==> src/rtl/dmem_sram_bridge_pkg.sv <==
// -----------------------------------------------------------------------------
// dmem_sram_bridge_pkg
// Shared types for the MEM-stage to SRAM-like data bus bridge:
//   - dmem_state_e : bridge FSM state encodings (2 bits)
//   - SIZE_*       : mem_size / data_size encodings
//   - wstrb_for()  : byte strobes presented on the bus (reads carry no strobes)
// -----------------------------------------------------------------------------
package dmem_sram_bridge_pkg;

    typedef enum logic [1:0] {
        ST_IDLE = 2'd0,
        ST_REQ  = 2'd1,
        ST_WAIT = 2'd2,
        ST_DONE = 2'd3
    } dmem_state_e;

    localparam logic [1:0] SIZE_BYTE = 2'd0;
    localparam logic [1:0] SIZE_HALF = 2'd1;
    localparam logic [1:0] SIZE_WORD = 2'd2;

    function automatic logic [3:0] wstrb_for(input logic we, input logic [3:0] sel);
        return we ? sel : 4'b0000;
    endfunction

endpackage

==> src/rtl/dmem_sram_bridge_if.sv <==
// -----------------------------------------------------------------------------
// dmem_sram_bridge_if
// SRAM-like data bus between the MEM-stage bridge (master) and the data
// cache / AXI bridge (slave).
//   data_req      master->slave  request valid
//   data_wr       master->slave  1 = write
//   data_size     master->slave  0 byte, 1 half, 2 word
//   data_addr     master->slave  byte address
//   data_wstrb    master->slave  byte strobes (0 on reads)
//   data_wdata    master->slave  store data
//   data_addr_ok  slave->master  address phase accepted this cycle
//   data_data_ok  slave->master  data phase complete this cycle
//   data_rdata    slave->master  read data, valid with data_data_ok
// -----------------------------------------------------------------------------
interface dmem_sram_bridge_if #(
    parameter int ADDR_W = 32,
    parameter int DATA_W = 32
);
    logic              data_req;
    logic              data_wr;
    logic [1:0]        data_size;
    logic [ADDR_W-1:0] data_addr;
    logic [3:0]        data_wstrb;
    logic [DATA_W-1:0] data_wdata;
    logic              data_addr_ok;
    logic              data_data_ok;
    logic [DATA_W-1:0] data_rdata;

    modport master (
        output data_req,
        output data_wr,
        output data_size,
        output data_addr,
        output data_wstrb,
        output data_wdata,
        input  data_addr_ok,
        input  data_data_ok,
        input  data_rdata
    );

    modport slave (
        input  data_req,
        input  data_wr,
        input  data_size,
        input  data_addr,
        input  data_wstrb,
        input  data_wdata,
        output data_addr_ok,
        output data_data_ok,
        output data_rdata
    );
endinterface

==> src/rtl/dmem_sram_bridge.sv <==
// -----------------------------------------------------------------------------
// dmem_sram_bridge
// Converts the level-style MEM-stage access (mem_en/mem_we/sel/mem_size) into a
// single SRAM-like req/addr_ok/data_ok transaction, stalls the pipeline until
// the data phase completes and holds the returned data while the pipeline
// stays frozen by other stall sources.
//
// Ports
//   clk         rising-edge clock
//   rst         asynchronous, active-low reset
//   mem_en      MEM-stage access request (already flush-gated upstream)
//   mem_we      1 = store, 0 = load
//   mem_size    0 byte, 1 half, 2 word
//   mem_addr    byte address
//   mem_wdata   lane-aligned store data
//   sel         store byte enables
//   pipe_stall  pipeline hold from other sources (excludes our stallreq)
//   mem_rdata   load data to MEM stage
//   stallreq    stall request to the hazard unit
//   bus         SRAM-like data bus (master side)
//
// Configuration
//   DMEM_SRAM_BRIDGE_RDATA_BYPASS_EN : when defined, load data is forwarded
//   combinationally in the data_ok cycle and the stall drops in that cycle.
//
// State table
//   state | meaning
//   IDLE  | no transaction; a MEM request is issued from here
//   REQ   | request presented, waiting for addr_ok (never withdrawn)
//   WAIT  | address accepted, waiting for data_ok
//   DONE  | data captured, pipeline still held elsewhere; no re-issue
// -----------------------------------------------------------------------------
module dmem_sram_bridge
    import dmem_sram_bridge_pkg::*;
#(
    parameter int ADDR_W = 32,
    parameter int DATA_W = 32
) (
    input  logic              clk,
    input  logic              rst,
    input  logic              mem_en,
    input  logic              mem_we,
    input  logic [1:0]        mem_size,
    input  logic [ADDR_W-1:0] mem_addr,
    input  logic [DATA_W-1:0] mem_wdata,
    input  logic [3:0]        sel,
    input  logic              pipe_stall,
    output logic [DATA_W-1:0] mem_rdata,
    output logic              stallreq,
    dmem_sram_bridge_if.master bus
);

    dmem_state_e       state_q, state_d;
    logic [DATA_W-1:0] rdata_buf_q, rdata_buf_d;
    logic              data_req;

    // Address phase fields follow the MEM stage directly.
    assign bus.data_req   = data_req;
    assign bus.data_wr    = mem_we;
    assign bus.data_size  = mem_size;
    assign bus.data_addr  = mem_addr;
    assign bus.data_wstrb = wstrb_for(mem_we, sel);
    assign bus.data_wdata = mem_wdata;

    always_ff @(posedge clk or negedge rst) begin
        if (!rst) begin
            state_q     <= ST_IDLE;
            rdata_buf_q <= '0;
        end else begin
            state_q     <= state_d;
            rdata_buf_q <= rdata_buf_d;
        end
    end

    always_comb begin
        state_d     = state_q;
        rdata_buf_d = rdata_buf_q;
        data_req    = 1'b0;
        stallreq    = 1'b0;
        mem_rdata   = rdata_buf_q;

        case (state_q)
            ST_IDLE: begin
                // Late handshakes after a reset land here and are ignored.
                if (mem_en) begin
                    data_req = 1'b1;
                    stallreq = 1'b1;
                    state_d  = bus.data_addr_ok ? ST_WAIT : ST_REQ;
                end
            end
            ST_REQ: begin
                data_req = 1'b1;
                stallreq = 1'b1;
                if (bus.data_addr_ok) begin
                    state_d = ST_WAIT;
                end
            end
            ST_WAIT: begin
                stallreq = 1'b1;
                if (bus.data_data_ok) begin
                    // Captured for stores too, so the buffer always reflects
                    // the last completed transaction.
                    rdata_buf_d = bus.data_rdata;
                    state_d     = pipe_stall ? ST_DONE : ST_IDLE;
`ifdef DMEM_SRAM_BRIDGE_RDATA_BYPASS_EN
                    stallreq    = 1'b0;
                    mem_rdata   = bus.data_rdata;
`endif
                end
            end
            ST_DONE: begin
                // Same instruction still sits in MEM: hold data, do not re-issue.
                if (!pipe_stall) begin
                    state_d = ST_IDLE;
                end
            end
            default: begin
                state_d = ST_IDLE;
            end
        endcase
    end

endmodule

==> src/flat_wrapper.sv <==
// flat-port wrapper written by rule: the top's interface ports become plain ports
module dmem_sram_bridge_flat import dmem_sram_bridge_pkg::*;
#(
    parameter int ADDR_W = 32,
    parameter int DATA_W = 32
)
  (clk, rst, mem_en, mem_we, mem_size, mem_addr, mem_wdata, sel, pipe_stall, mem_rdata, stallreq, bus_data_req, bus_data_wr, bus_data_size, bus_data_addr, bus_data_wstrb, bus_data_wdata, bus_data_addr_ok, bus_data_data_ok, bus_data_rdata);
  dmem_sram_bridge_if #(.ADDR_W(ADDR_W), .DATA_W(DATA_W)) bus_i ();
  input  logic clk;
  input  logic rst;
  input  logic mem_en;
  input  logic mem_we;
  input  logic [1:0] mem_size;
  input  logic [ADDR_W-1:0] mem_addr;
  input  logic [DATA_W-1:0] mem_wdata;
  input  logic [3:0] sel;
  input  logic pipe_stall;
  output logic [DATA_W-1:0] mem_rdata;
  output logic stallreq;
  output wire logic [$bits(bus_i.data_req)-1:0] bus_data_req;
  output wire logic [$bits(bus_i.data_wr)-1:0] bus_data_wr;
  output wire logic [$bits(bus_i.data_size)-1:0] bus_data_size;
  output wire logic [$bits(bus_i.data_addr)-1:0] bus_data_addr;
  output wire logic [$bits(bus_i.data_wstrb)-1:0] bus_data_wstrb;
  output wire logic [$bits(bus_i.data_wdata)-1:0] bus_data_wdata;
  input wire logic [$bits(bus_i.data_addr_ok)-1:0] bus_data_addr_ok;
  input wire logic [$bits(bus_i.data_data_ok)-1:0] bus_data_data_ok;
  input wire logic [$bits(bus_i.data_rdata)-1:0] bus_data_rdata;
  assign bus_data_req = bus_i.data_req;
  assign bus_data_wr = bus_i.data_wr;
  assign bus_data_size = bus_i.data_size;
  assign bus_data_addr = bus_i.data_addr;
  assign bus_data_wstrb = bus_i.data_wstrb;
  assign bus_data_wdata = bus_i.data_wdata;
  assign bus_i.data_addr_ok = bus_data_addr_ok;
  assign bus_i.data_data_ok = bus_data_data_ok;
  assign bus_i.data_rdata = bus_data_rdata;
  dmem_sram_bridge #(.ADDR_W(ADDR_W), .DATA_W(DATA_W)) u_core (.clk(clk), .rst(rst), .mem_en(mem_en), .mem_we(mem_we), .mem_size(mem_size), .mem_addr(mem_addr), .mem_wdata(mem_wdata), .sel(sel), .pipe_stall(pipe_stall), .mem_rdata(mem_rdata), .stallreq(stallreq), .bus(bus_i));
endmodule
==> config.mk <==
export PLATFORM = sky130hd
export DESIGN_NAME = dmem_sram_bridge_flat
export DESIGN_NICKNAME = d
export VERILOG_FILES = /design/src/rtl/dmem_sram_bridge_pkg.sv /design/src/rtl/dmem_sram_bridge_if.sv /design/src/rtl/dmem_sram_bridge.sv /design/src/flat_wrapper.sv
export SDC_FILE = /design/constraint.sdc
export NUM_CORES = 1
export LEC_CHECK = 0
export CORE_ASPECT_RATIO = 1.4
export CORE_MARGIN = 10
export CORE_UTILIZATION = 27
export DETAILED_ROUTE_END_ITERATION = 12
export PLACE_DENSITY = 0.84
export SLEW_MARGIN = 5
export SYNTH_ARGS = -nofsm -noshare
export SYNTH_HDL_FRONTEND = slang
export SYNTH_SLANG_ARGS = --single-unit
==> constraint.sdc <==
create_clock -name clk -period 1.54 [get_ports clk]
set_clock_uncertainty 0.05 [all_clocks]
set_input_delay 0.231 -clock clk [delete_from_list [all_inputs] [get_ports clk]]
set_output_delay 0.231 -clock clk [all_outputs]
set_load 0.01 [all_outputs]
=== Yosys cells after proc, flatten, opt, wreduce, memory -nomap -nowiden ===
Cells that the tools add are included.

* Register bits: 34
* Bits of input ports: 109
* Output and inout port bits: 105
* Logic and storage cells: 24

* Equal/unequal tests: 7
* Mux-type cells: 11
* Reductions and logical operators: 4

{| class="wikitable"
|+ Operators by type and width
! operator !! number
|-
| 2-bit 2-to-1 mux || 6
|-
| 2-bit != test (second input constant) || 4
|-
| 2-bit one-hot mux with 4 select lines || 1
|-
| 2-bit == test (second input constant) || 2
|-
| 4-bit 2-to-1 mux || 1
|-
| 1-bit one-hot mux with 2 select lines || 2
|-
| 4-bit AND reduction || 1
|-
| 2-bit by 1-bit == test with 1-bit output (second input constant) || 1
|-
| 2-bit zero test || 1
|-
| 2-bit AND reduction || 1
|-
| 2-bit OR reduction || 1
|-
| 1-bit 2-to-1 mux || 1
|}

=== Logic depth before layout (Yosys ltp) ===
Gate-level depths: netlist of run 1.

* Word-level depth: 3
* Gate-level depth with buffers: 5
* Mapped depth without buffers: 5

=== Worst setup path before layout of run 1 ===
No wires, ideal clock.

* Path kind: reg-to-reg
* From: reg u_core.state_q[0]
* To: reg u_core.rdata_buf_q[0] (netlist: u_core.mem_rdata[0])
* Library setup time: 0.125 ns
* Data arrival time: 1.281 ns
* Data required time: 1.365 ns
* Path slack: 0.083 ns
* Cell stages (with the launch flop): 6
* Clock period less this slack: 1.457 ns
* Cell sequence: dfrtp_1 > inv_1 > ha_1 > nand2_4 > buf_12 > mux2_4

* Cells in the longest elaborated chain, start to end: 2

{| class="wikitable"
|+ RTL lines
! what !! line !! source
|-
| start, declared || dmem_sram_bridge.sv:53 || <nowiki>dmem_state_e state_q, state_d;</nowiki>
|-
| start signal, assigned || dmem_sram_bridge.sv:70 || <nowiki>state_q <= state_d;</nowiki>
|-
| 2-bit == test || dmem_sram_bridge.sv:82 || <nowiki>case (state_q)</nowiki>
|-
| 2-bit AND reduction (no source line) || - ||
|-
| end signal, assigned || dmem_sram_bridge.sv:71 || <nowiki>rdata_buf_q <= rdata_buf_d;</nowiki>
|-
| end, declared || dmem_sram_bridge.sv:54 || <nowiki>logic [DATA_W-1:0] rdata_buf_q, rdata_buf_d;</nowiki>
|}

Every way passes these cells.
A chain may end at the register's enable or synchronous reset.

=== Worst setup path in the final report of run 1 ===
* From: reg u_core.state_q[0]
* To: out bus_data_req

* Cells in the longest elaborated chain, start to end: 2
* Elaborated cells between the ends (all ways): 3

{| class="wikitable"
|+ RTL lines
! what !! line !! source
|-
| 2-bit by 1-bit == test with 1-bit output / 2-bit zero test (equally long branches) || dmem_sram_bridge.sv:82 ||
|-
| 1-bit one-hot mux with 2 select lines (*) || dmem_sram_bridge.sv:82 ||
|-
| end, declared || flat_wrapper.sv:20 || <nowiki>output wire logic [$bits(bus_i.data_req)-1:0] bus_data_req;</nowiki>
|}

Every way passes the cells marked *; elsewhere a longest branch is shown, timed or not.

==> parameters.txt, run 1 <==
Parameter                              Value

Pwr
  Power share of the combinational group    0.574
  Pwr dens    1970 mW/mm^2
  Net switching share of the total power    0.304
  Switching pwr    1750 uW
  P_leak    0.00133 uW
  Sequential group share of total power    0.280
  Worst vdd rail ir drop    824 uV
  Overall Power    5750 uW
  Clock share of power    0.145
  Internal power component    4000 uW

Status
  Run status    complete, but fails checks
  Violations in the final reports    negative setup slack

Clock network
  TritonCTS clock tree    built
  Clock Pin Slew Worst Setup and Hold Paths    0.07 ns
  Clock latency at the later pin of the worst-skew pair    0.28 ns
  Number of clock sinks    34
  Worst-case clock buffer depth    2
  Total clock buffers created by CTS    5
  H-tree levels    2
  Clk Tree Root Cell    sky130_fd_sc_hd__clkbuf_8

STA
  Setup tns final    -1.00 ns
  Final setup viols    34
  Slew at the pin with the worst max-slew slack    0.225 ns
  Setup ws final    -0.0991 ns
  Unrepaired setup endpoints after global routing    yes
  Crit share post-route    1.06
  Final hold violations    0
  Number of max-slew violations in the final report    0
  Shortest clock period the worst path allows after layout    1.64 ns
  FMAX    610 MHz
  Worst slew margin    0.850

Yosys
  Proportion of netlist area held by the largest area contributor    0.404
  Leading cell types by count after synthesis    sky130_fd_sc_hd__buf_4, sky130_fd_sc_hd__dfrtp_1, sky130_fd_sc_hd__mux2_4
  Top cell type by total area after synthesis    sky130_fd_sc_hd__dfrtp_1
  Count of unique library cells instantiated by Yosys    18
  Net Count, Synth    279
  Post-synthesis instance total    164
  Fraction of registers with async set or reset after synthesis    1.00
  Synthesized area per cell    12.8 um^2
  Total standard cell area after synthesis    0.00211 mm^2
  Top post-synthesis cells by area    sky130_fd_sc_hd__dfrtp_1, sky130_fd_sc_hd__buf_4, sky130_fd_sc_hd__mux2_4
  Most repeated cell in the gate-level netlist after synthesis    sky130_fd_sc_hd__buf_4
  Count of warnings emitted by yosys    0
  Number of flip-flops and latches in the synthesized netlist    34
  Most used flip-flop cell after synthesis    sky130_fd_sc_hd__dfrtp_1
  Sequential element share of the synthesized area    0.404
  Number of enable flip-flop cells after synthesis    0

Worst setup path
  Critical Path Source    u_core.state_q[0]
  CP top delay family    flip-flops
  Kind of start point of the critical path    register
  Reg-to-Reg Start    u_core.state_q[0]
  CP Capture Type    output port
  Cell breakdown of the critical path    buf_6, buf_6, ha_4, a21o_1, buf_2
  Slowest stage cell on the critical path    sky130_fd_sc_hd__dfrtp_1
  Worst Path Class, Setup    register to output port
  Number of buffer and inverter stages on the critical path    3
  Critical Path Fanout Max    3
  Crit path arrival time    1.36 ns
  WP data required    1.26 ns
  Most numerous cell on the critical path    sky130_fd_sc_hd__buf_6
  Worst R2R Setup Slack    -0.03 ns
  CP peak stage delay    0.42 ns

Floorplanning
  Top-level port count    214
  Core Rows    38
  Height of the die    124 um
  Area enclosed by the die boundary    0.0118 mm^2
  Initial Util    0.275
  Placeable core area    0.00765 mm^2
  Horizontal die dimension    94.6 um

Detailed routing
  Via total after detailed routing    1269
  Remaining DRCs    0
  DRC marker count from the first detailed-route iteration    5
  Wirelength, routed    5660 um
  Detailed-route vias per instance    4.24
  Average wire per standard cell    18.9 um
  Remaining antenna violation count    0
  Detailed-routing iteration count for the pre-antenna-repair pass    2

Finish
  Fraction of final layout cells sized beyond drive strength 1    0.372
  Number of antenna diodes    0
  Area grow syn2layout    38.6%
  Layout net count    314
  Count of placed standard cells in the final layout, fillers left out    299
  Area of all placed cells without fillers    0.00292 mm^2
  Filler cell count    730

Placement
  Count of buffers from port buffering    81
  Placed Instance Area    0.00259 mm^2
  Placement Setup Slack    -0.204 ns
  Placed cells    286
  Weighted congestion reported at the end of routability-driven placement    0.730
  Sum of net half-perimeters after detailed placement    4150 um

GRT
  First-pass GRT wire length    8220 um
  Number of antenna violations at the first check in global routing    0
  Overall routing resource usage    0.0911
  Via count of the first global-routing pass    1471
  Gr ovfl total    0
  Maximum number of pins on one net before global-route repair    35

Flow run
  Max Cap Violations    0

Hold path
  HP Class    primary input to async pin
==> cell families after synthesis <==
kind of cell    synth area share
compound gates            0.0190
fa+ha+maj                 0.0356
buf+inv                    0.273
flops                      0.404
mux                        0.235
simple gates              0.0333
==> area by class of cell <==
class | count | area [um^2] | area share
Inverter | 3 | 11.3 | 0.00386
Multi-Input combinational cell | 57 | 805 | 0.276
Clock buffer | 6 | 82.6 | 0.0283
Timing Repair Buffer | 98 | 1010 | 0.348
Clock inverter | 1 | 30.0 | 0.0103
Sequential cell | 34 | 851 | 0.291
Tap cell | 100 | 125 | 0.0429
==> state kept, by name (all words and copies together), names as in the netlist <==
signal,flops
u_core.state_q,2
u_core.mem_rdata,32
==> what timing repair did <==
action                                 in CTS  in global routing
hold buffers                                1                  0
endpoints found under the hold margin      34                  0
pin swaps                                   4                  0
gates resized for setup                    32                  9
setup endpoints to repair                  39                 37
setup buffers                               3                  0
cloned                                      2                  0
==> final timing paths <==
check,cells past startpoint,endpoint
setup / recovery,5,bus_data_req
hold / removal,3,u_core.mem_rdata[3]
setup reg to reg,6,u_core.mem_rdata[9]
hold reg to reg,1,u_core.mem_rdata[20]
max in group asynchronous,3,u_core.mem_rdata[19]
min in group clk,0,bus_data_addr[22]
==> worst reg2reg max path, stage by stage, from the launching register on <==
cell                      delay [ns]
sky130_fd_sc_hd__dfrtp_1        0.42
sky130_fd_sc_hd__inv_2          0.11
sky130_fd_sc_hd__buf_6          0.12
sky130_fd_sc_hd__ha_4           0.18
sky130_fd_sc_hd__nand2_8        0.11
sky130_fd_sc_hd__buf_12         0.17
sky130_fd_sc_hd__mux2_4         0.30
==> per-stage QoR <==
step | util | hold WS (ns)
after detailed placement | 0.339 | 0.159
after CTS | 0.375 | 0.385
final | 0.381 | 0.394
after global placement | 0.339 | 0.154
after global routing | 0.381 | 0.412
after floorplan | - | -0.115
==> routing by layer <==
layer	vias to the layer above	track usage	share of wire
li1	538	-	-
met1	584	0.0829	0.32
met2	90	0.138	0.45
met3	57	0.0440	0.13
met4	0	0.0963	0.098
met5	-	0	0
==> layout by cell type (no fill, tap or decap), types with 3 or more instances in the layout <==
cell                              instances
sky130_fd_sc_hd__buf_2                    3
sky130_fd_sc_hd__buf_6                    4
sky130_fd_sc_hd__clkbuf_8                 6
sky130_fd_sc_hd__ha_4                     6
sky130_fd_sc_hd__clkdlybuf4s50_1         72
sky130_fd_sc_hd__buf_12                   3
sky130_fd_sc_hd__dfrtp_1                 34
sky130_fd_sc_hd__and2_1                   4
sky130_fd_sc_hd__mux2_4                  32
sky130_fd_sc_hd__dlygate4sd2_1            5
sky130_fd_sc_hd__buf_4                    7
==> power by group through the flow <==
stage / Sequential, uW / Clock [uW] / Combinational, uW
floorplan: 1820 / 0 / 1430
global placement: 1600 / 0 / 2820
detailed placement: 1620 / 0 / 2880
CTS: 1620 / 889 / 3220
global route: 1680 / 903 / 3510
finish: 1610 / 835 / 3300
Power figures use the tool's default switching activity.
==> run 2: changes to the inputs <==
--- a/config.mk
+++ b/config.mk
@@ -7,9 +7,9 @@
 export LEC_CHECK = 0
 export CORE_ASPECT_RATIO = 1.4
 export CORE_MARGIN = 10
-export CORE_UTILIZATION = 27
+export CORE_UTILIZATION = 32
 export DETAILED_ROUTE_END_ITERATION = 12
-export PLACE_DENSITY = 0.84
+export PLACE_DENSITY = 0.92
 export SLEW_MARGIN = 5
 export SYNTH_ARGS = -nofsm -noshare
 export SYNTH_HDL_FRONTEND = slang
==> constraint.sdc (replaced) <==
create_clock -name clk -period 2.1 [get_ports clk]
set_clock_uncertainty 0.05 [all_clocks]
set_input_delay 0.315 -clock clk [delete_from_list [all_inputs] [get_ports clk]]
set_output_delay 0.315 -clock clk [all_outputs]
set_load 0.01 [all_outputs]
==> run 2 against run 1 <==
Compared with the run above: the flow now finishes without violations; sequential power fell by 27%; sequential share of layout area increased by 4.2 points; flip-flop and latch count unchanged; utilization grew 2.4 points; routed wire length fell by 10%.
==> parameters.txt, run 2 (synthesis results as in run 1) <==
Parameter                              Value

Status
  Run status    finished, final reports clean

Worst setup path
  Slowest stage cell on the critical path    sky130_fd_sc_hd__clkdlybuf4s50_1
  Crit path arrival time    1.63 ns
  Worst R2R End    u_core.mem_rdata[11]
  CP Capture Type    output port
  Cell breakdown of the critical path    buf_4, ha_1, a21o_1, clkdlybuf4s50_1
  Reg-to-Reg Start    u_core.state_q[0]
  Count of cells along the worst register-to-register path    5
  Critical Path Fanout Max    4
  WP data required    1.74 ns
  Worst Path Class, Setup    register to output port
  CP peak stage delay    0.47 ns
  Worst R2R Setup Slack    0.53 ns
  Kind of start point of the critical path    register

Detailed routing
  Via total after detailed routing    1172
  Detailed-routing iteration count for the pre-antenna-repair pass    4
  Average wire per standard cell    19.7 um
  DRC marker count from the first detailed-route iteration    19
  Remaining antenna violation count    0
  Wirelength, routed    5090 um
  Detailed-route vias per instance    4.54
  Remaining DRCs    0

Clock network
  Hold buffer count at cts    0
  Clk Tree Root Cell    sky130_fd_sc_hd__clkbuf_8
  H-tree levels    2
  Total clock buffers created by CTS    5
  Clock Pin Slew Worst Setup and Hold Paths    0.07 ns
  TritonCTS clock tree    built
  Number of clock sinks    34
  Clock latency at the later pin of the worst-skew pair    0.27 ns
  Worst-case clock buffer depth    2

Floorplanning
  Initial Util    0.334
  Height of the die    116 um
  Placeable core area    0.00630 mm^2
  Top-level port count    214
  Horizontal die dimension    88.6 um
  Core Rows    34
  Area enclosed by the die boundary    0.0103 mm^2

GRT
  Met1 capacity usage during global routing    0.0791
  Maximum number of pins on one net before global-route repair    35
  Number of antenna violations at the first check in global routing    0
  Gr ovfl total    0
  Via count of the first global-routing pass    1314
  GR Layer Usage met3    0.0478
  First-pass GRT wire length    7310 um
  GRT met2 Usage    0.149
  Overall routing resource usage    0.0949
  Routing layer with the top usage in global route    met2

Placement
  Placed cells    249
  Count of buffers from port buffering    81
  Weighted congestion reported at the end of routability-driven placement    0.779
  Sum of net half-perimeters after detailed placement    4140 um

Pwr
  P_leak    0.00118 uW
  Worst vdd rail ir drop    622 uV
  Pwr dens    1420 mW/mm^2
  Overall Power    3620 uW

STA
  Number of max-slew violations in the final report    0
  Unrepaired setup endpoints after global routing    no
  Slew at the pin with the worst max-slew slack    0.777 ns
  Crit share post-route    0.952
  Final hold violations    0
  Setup tns final    0 ns
  Final setup viols    0
  Worst Hold Margin    0.0647 ns
  Shortest clock period the worst path allows after layout    2.00 ns
  Worst slew margin    0.482
  FMAX    500 MHz

Finish
  Fraction of final layout cells sized beyond drive strength 1    0.247
  Layout net count    300
  Most common library cell in the layout ignoring fill and taps    sky130_fd_sc_hd__clkdlybuf4s50_1
  Count of placed standard cells in the final layout, fillers left out    258
  Area grow syn2layout    21.2%
  Most used cells in the layout excluding fill and tap cells    sky130_fd_sc_hd__clkdlybuf4s50_1, sky130_fd_sc_hd__dfrtp_1, sky130_fd_sc_hd__mux2_4
  Sequential cell area    851 um^2
  Fraction of the core area covered by cells at the end of the flow    0.405
  Filler cell count    595
  Number of antenna diodes    0
  Area taken by multi-input logic gates    681 um^2
  Number of flip-flops under the largest register name    32

Hold path
  HP Class    primary input to async pin

Flow run
  Max Cap Violations    0
==> run 2: cell types whose count changed in the layout (fill, tap and decap cells not counted), sizes merged <==
cell	change
clkbuf	+1
clkinv	+1
dlygate4sd3	-1
buf	-15
clkdlybuf4s50	+7
dlygate4sd2	-4
dlymetal6s2s	-1
bufinv	-1
==> run 2: routing by layer <==
layer / up-vias / share of wire
met5: - / 0
met4: 0 / 0.098
met3: 55 / 0.14
met2: 87 / 0.46
met1: 524 / 0.30
li1: 506 / -
==> run 2: critical path: cells and delay by family, from the launching register on <==
family	cells	cell delay, ns
compound gates	1	0.15
buf+inv	2	0.62
fa+ha+maj	1	0.21
flops	1	0.38
==> run 2: through the flow <==
| step | cell area [um^2] | setup WS [ns] |
|---|---|---|
| final | 2550 | 0.101 |
| after global routing | 2550 | 0.0115 |
| after CTS | 2550 | 0.0236 |
| after detailed placement | 2450 | 0.157 |
| after global placement | 2450 | 0.205 |
| after floorplan | 2110 | 0.643 |
==> run 2: cell type report <==
class | instances | share of cell area
Multi-Input combinational cell | 57 | 0.267
Clock buffer | 7 | 0.0338
Tap cell | 72 | 0.0353
Timing Repair Buffer | 84 | 0.324
Inverter | 3 | 0.00441
Sequential cell | 34 | 0.333
Clock inverter | 1 | 0.00196
==> run 2: what timing repair did <==
action                                  4_1_cts  5_1_grt
gates resized for setup                       1        1
endpoints found under the setup margin        1        1
setup buffers                                 1        0
==> run 2: power by group <==
| part | switching (uW) | internal [uW] |
|---|---|---|
| Sequential | 191 | 994 |
| Combinational | 675 | 1260 |
| Clock | 229 | 265 |
==> run 2: how the worst max path moves through the flow <==
stage                                endpoint  slack [ns]              start
after floorplan           u_core.mem_rdata[0]        0.64  u_core.state_q[0]
after detailed placement             stallreq        0.16             mem_en
after global placement               stallreq        0.21             mem_en
after global routing             bus_data_req        0.01  u_core.state_q[1]
after CTS                        bus_data_req        0.02  u_core.state_q[1]
final                            bus_data_req        0.10  u_core.state_q[0]
==> run 3: changes to the inputs <==
--- a/config.mk
+++ b/config.mk
@@ -7,10 +7,10 @@
 export LEC_CHECK = 0
 export CORE_ASPECT_RATIO = 1.4
 export CORE_MARGIN = 10
-export CORE_UTILIZATION = 32
+export CORE_UTILIZATION = 26
 export DETAILED_ROUTE_END_ITERATION = 12
-export PLACE_DENSITY = 0.92
-export SLEW_MARGIN = 5
+export PLACE_DENSITY = 0.82
+export SLEW_MARGIN = 40
 export SYNTH_ARGS = -nofsm -noshare
 export SYNTH_HDL_FRONTEND = slang
 export SYNTH_SLANG_ARGS = --single-unit
==> run 3 against run 2 <==
Compared with the run above: via count increased by 1.5%; flip-flop and latch count unchanged; power rose by 0.54%; setup slack got worse by 0.023 ns; clock power barely moved; design area up 2.1%; first-iteration DRC count rose by 47%; cell count is 11% higher; clock-buffer cell count did not move; routed wire length shrank 3.3%; critical endpoint unchanged.
==> parameters.txt, run 3 (synthesis results as in run 1) <==
Parameter                              Value

Status
  Run status    finished, final reports clean

GRT
  First-pass GRT wire length    7270 um
  Maximum number of pins on one net before global-route repair    35
  Overall routing resource usage    0.0796
  Gr ovfl total    0
  Number of antenna violations at the first check in global routing    0
  Via count of the first global-routing pass    1359

Detailed routing
  Detailed-routed wire length on met3    725 um
  Wire length on met1    1580 um
  Average wire per standard cell    17.2 um
  Detailed-routing iteration count for the pre-antenna-repair pass    2
  Remaining antenna violation count    0
  Metal2 WL    2200 um
  Remaining DRCs    0
  Wirelength, routed    4920 um
  DRC marker count from the first detailed-route iteration    28
  Uppermost layer routed    met4
  Detailed-route vias per instance    4.16
  Via total after detailed routing    1189

Worst setup path
  CP top delay family    buffers and inverters
  Worst R2R Setup Slack    0.43 ns
  Cell breakdown of the critical path    buf_4, ha_1, a21o_1, clkdlybuf4s50_1
  Worst R2R End    u_core.mem_rdata[22]
  Slowest stage cell on the critical path    sky130_fd_sc_hd__clkdlybuf4s50_1
  CP Capture Type    output port
  Worst Path Class, Setup    register to output port
  WP data required    1.74 ns
  Crit path arrival time    1.66 ns
  Critical Path Fanout Max    4
  End of the critical path    bus_data_req
  Crit path depth    4
  Reg-to-Reg Start    u_core.state_q[0]
  Critical Path Source    u_core.state_q[0]
  Kind of start point of the critical path    register
  Count of cells along the worst register-to-register path    5
  CP peak stage delay    0.48 ns
  Number of buffer and inverter stages on the critical path    2

Finish
  Number of antenna diodes    0
  Most used cells in the layout excluding fill and tap cells    sky130_fd_sc_hd__clkdlybuf4s50_1, sky130_fd_sc_hd__dfrtp_1, sky130_fd_sc_hd__mux2_4
  Number of flip-flops under the largest register name    32
  Most common library cell in the layout ignoring fill and taps    sky130_fd_sc_hd__clkdlybuf4s50_1
  Layout net count    300
  Count of placed standard cells in the final layout, fillers left out    286
  Area grow syn2layout    23.6%
  Fraction of final layout cells sized beyond drive strength 1    0.242

Clock network
  TritonCTS clock tree    built
  Number of clock sinks    34
  H-tree levels    2
  Clk Tree Root Cell    sky130_fd_sc_hd__clkbuf_8
  Clock Pin Slew Worst Setup and Hold Paths    0.07 ns
  Worst-case clock buffer depth    2
  Total clock buffers created by CTS    5
  Clock latency at the later pin of the worst-skew pair    0.28 ns

STA
  FMAX    495 MHz
  Final setup viols    0
  Slew at the pin with the worst max-slew slack    0.445 ns
  Worst slew margin    0.703
  Unrepaired setup endpoints after global routing    no
  Final hold violations    0
  Crit share post-route    0.963
  Shortest clock period the worst path allows after layout    2.02 ns
  Number of max-slew violations in the final report    0
  Setup tns final    0 ns

Placement
  Weighted congestion reported at the end of routability-driven placement    0.767
  Count of buffers from port buffering    81
  Sum of net half-perimeters after detailed placement    3790 um
  Placed cells    276

Floorplanning
  Placeable core area    0.00785 mm^2
  Area enclosed by the die boundary    0.0122 mm^2
  Height of the die    126 um
  Top-level port count    214
  Horizontal die dimension    96.1 um
  Initial Util    0.268
  Core Rows    38

Pwr
  Worst vdd rail ir drop    557 uV
  Pwr dens    1400 mW/mm^2
  P_leak    0.00119 uW

Flow run
  Max Cap Violations    0

Hold path
  HP Class    register to register
run 3: cell types whose count changed in the layout (fill, tap and decap cells not counted), sizes merged:
| cell | change |
|---|---|
| dlygate4sd3 | +1 |
| buf | -1 |
run 3: worst min path at each step:
stage	start	slack [ns]	endpoint	depth (start not counted)
floorplan	rst	-0.03	u_core.mem_rdata[0]	0
global placement	rst	0.38	u_core.mem_rdata[6]	1
detailed placement	rst	0.40	u_core.mem_rdata[6]	1
CTS	rst	0.07	u_core.mem_rdata[31]	1
global route	u_core.mem_rdata[7]	0.47	u_core.mem_rdata[7]	1
finish	u_core.mem_rdata[0]	0.46	u_core.mem_rdata[0]	1
run 3: report_power, final:
| group | switching [uW] | internal, uW |
|---|---|---|
| combinational | 689 | 1270 |
| clock | 232 | 264 |
| sequential | 185 | 994 |
| total | 1110 | 2530 |
run 3: routing by layer:
layer | vias to the layer above | GRT usage
li1 | 511 | -
met4 | 0 | 0.0862
met5 | - | 0
met1 | 532 | 0.0699
met3 | 58 | 0.0490
met2 | 88 | 0.116
run 3: timing repair:
item | 4_1_cts | 5_1_grt
setup buffers | 1 | 0
endpoints found under the setup margin | 1 | 1
hold buffers | 0 | 1
gates resized for setup | 1 | 1
hold endpoints to repair | 0 | 34
run 3: layout make-up:
class,count,area [um^2]
clock buffer,7,86.3
clock inverter,1,5.00
fill,779,5240
inverter,3,11.3
multi-input combinational,57,681
sequential,34,851
tap,100,125
timing repair buffer,84,845
run 3: stage by stage:
stage	setup slack, ns	hold WS (ns)	util	total power [uW]	instance area (um^2)
floorplan	0.643	-0.0306	-	2380	2110
global placement	0.191	0.385	0.318	3130	2490
detailed placement	0.160	0.396	0.318	3180	2490
CTS	0.00115	0.0726	0.330	3720	2590
global route	0.00300	0.472	0.332	3880	2600
finish	0.0784	0.458	0.332	3640	2600
run 3: worst reg2reg max path, stage by stage, from the launching register on:
cell	delay, ns
sky130_fd_sc_hd__dfrtp_1	0.36
sky130_fd_sc_hd__inv_1	0.09
sky130_fd_sc_hd__ha_1	0.26
sky130_fd_sc_hd__nand2_4	0.23
sky130_fd_sc_hd__buf_12	0.25
sky130_fd_sc_hd__mux2_4	0.32
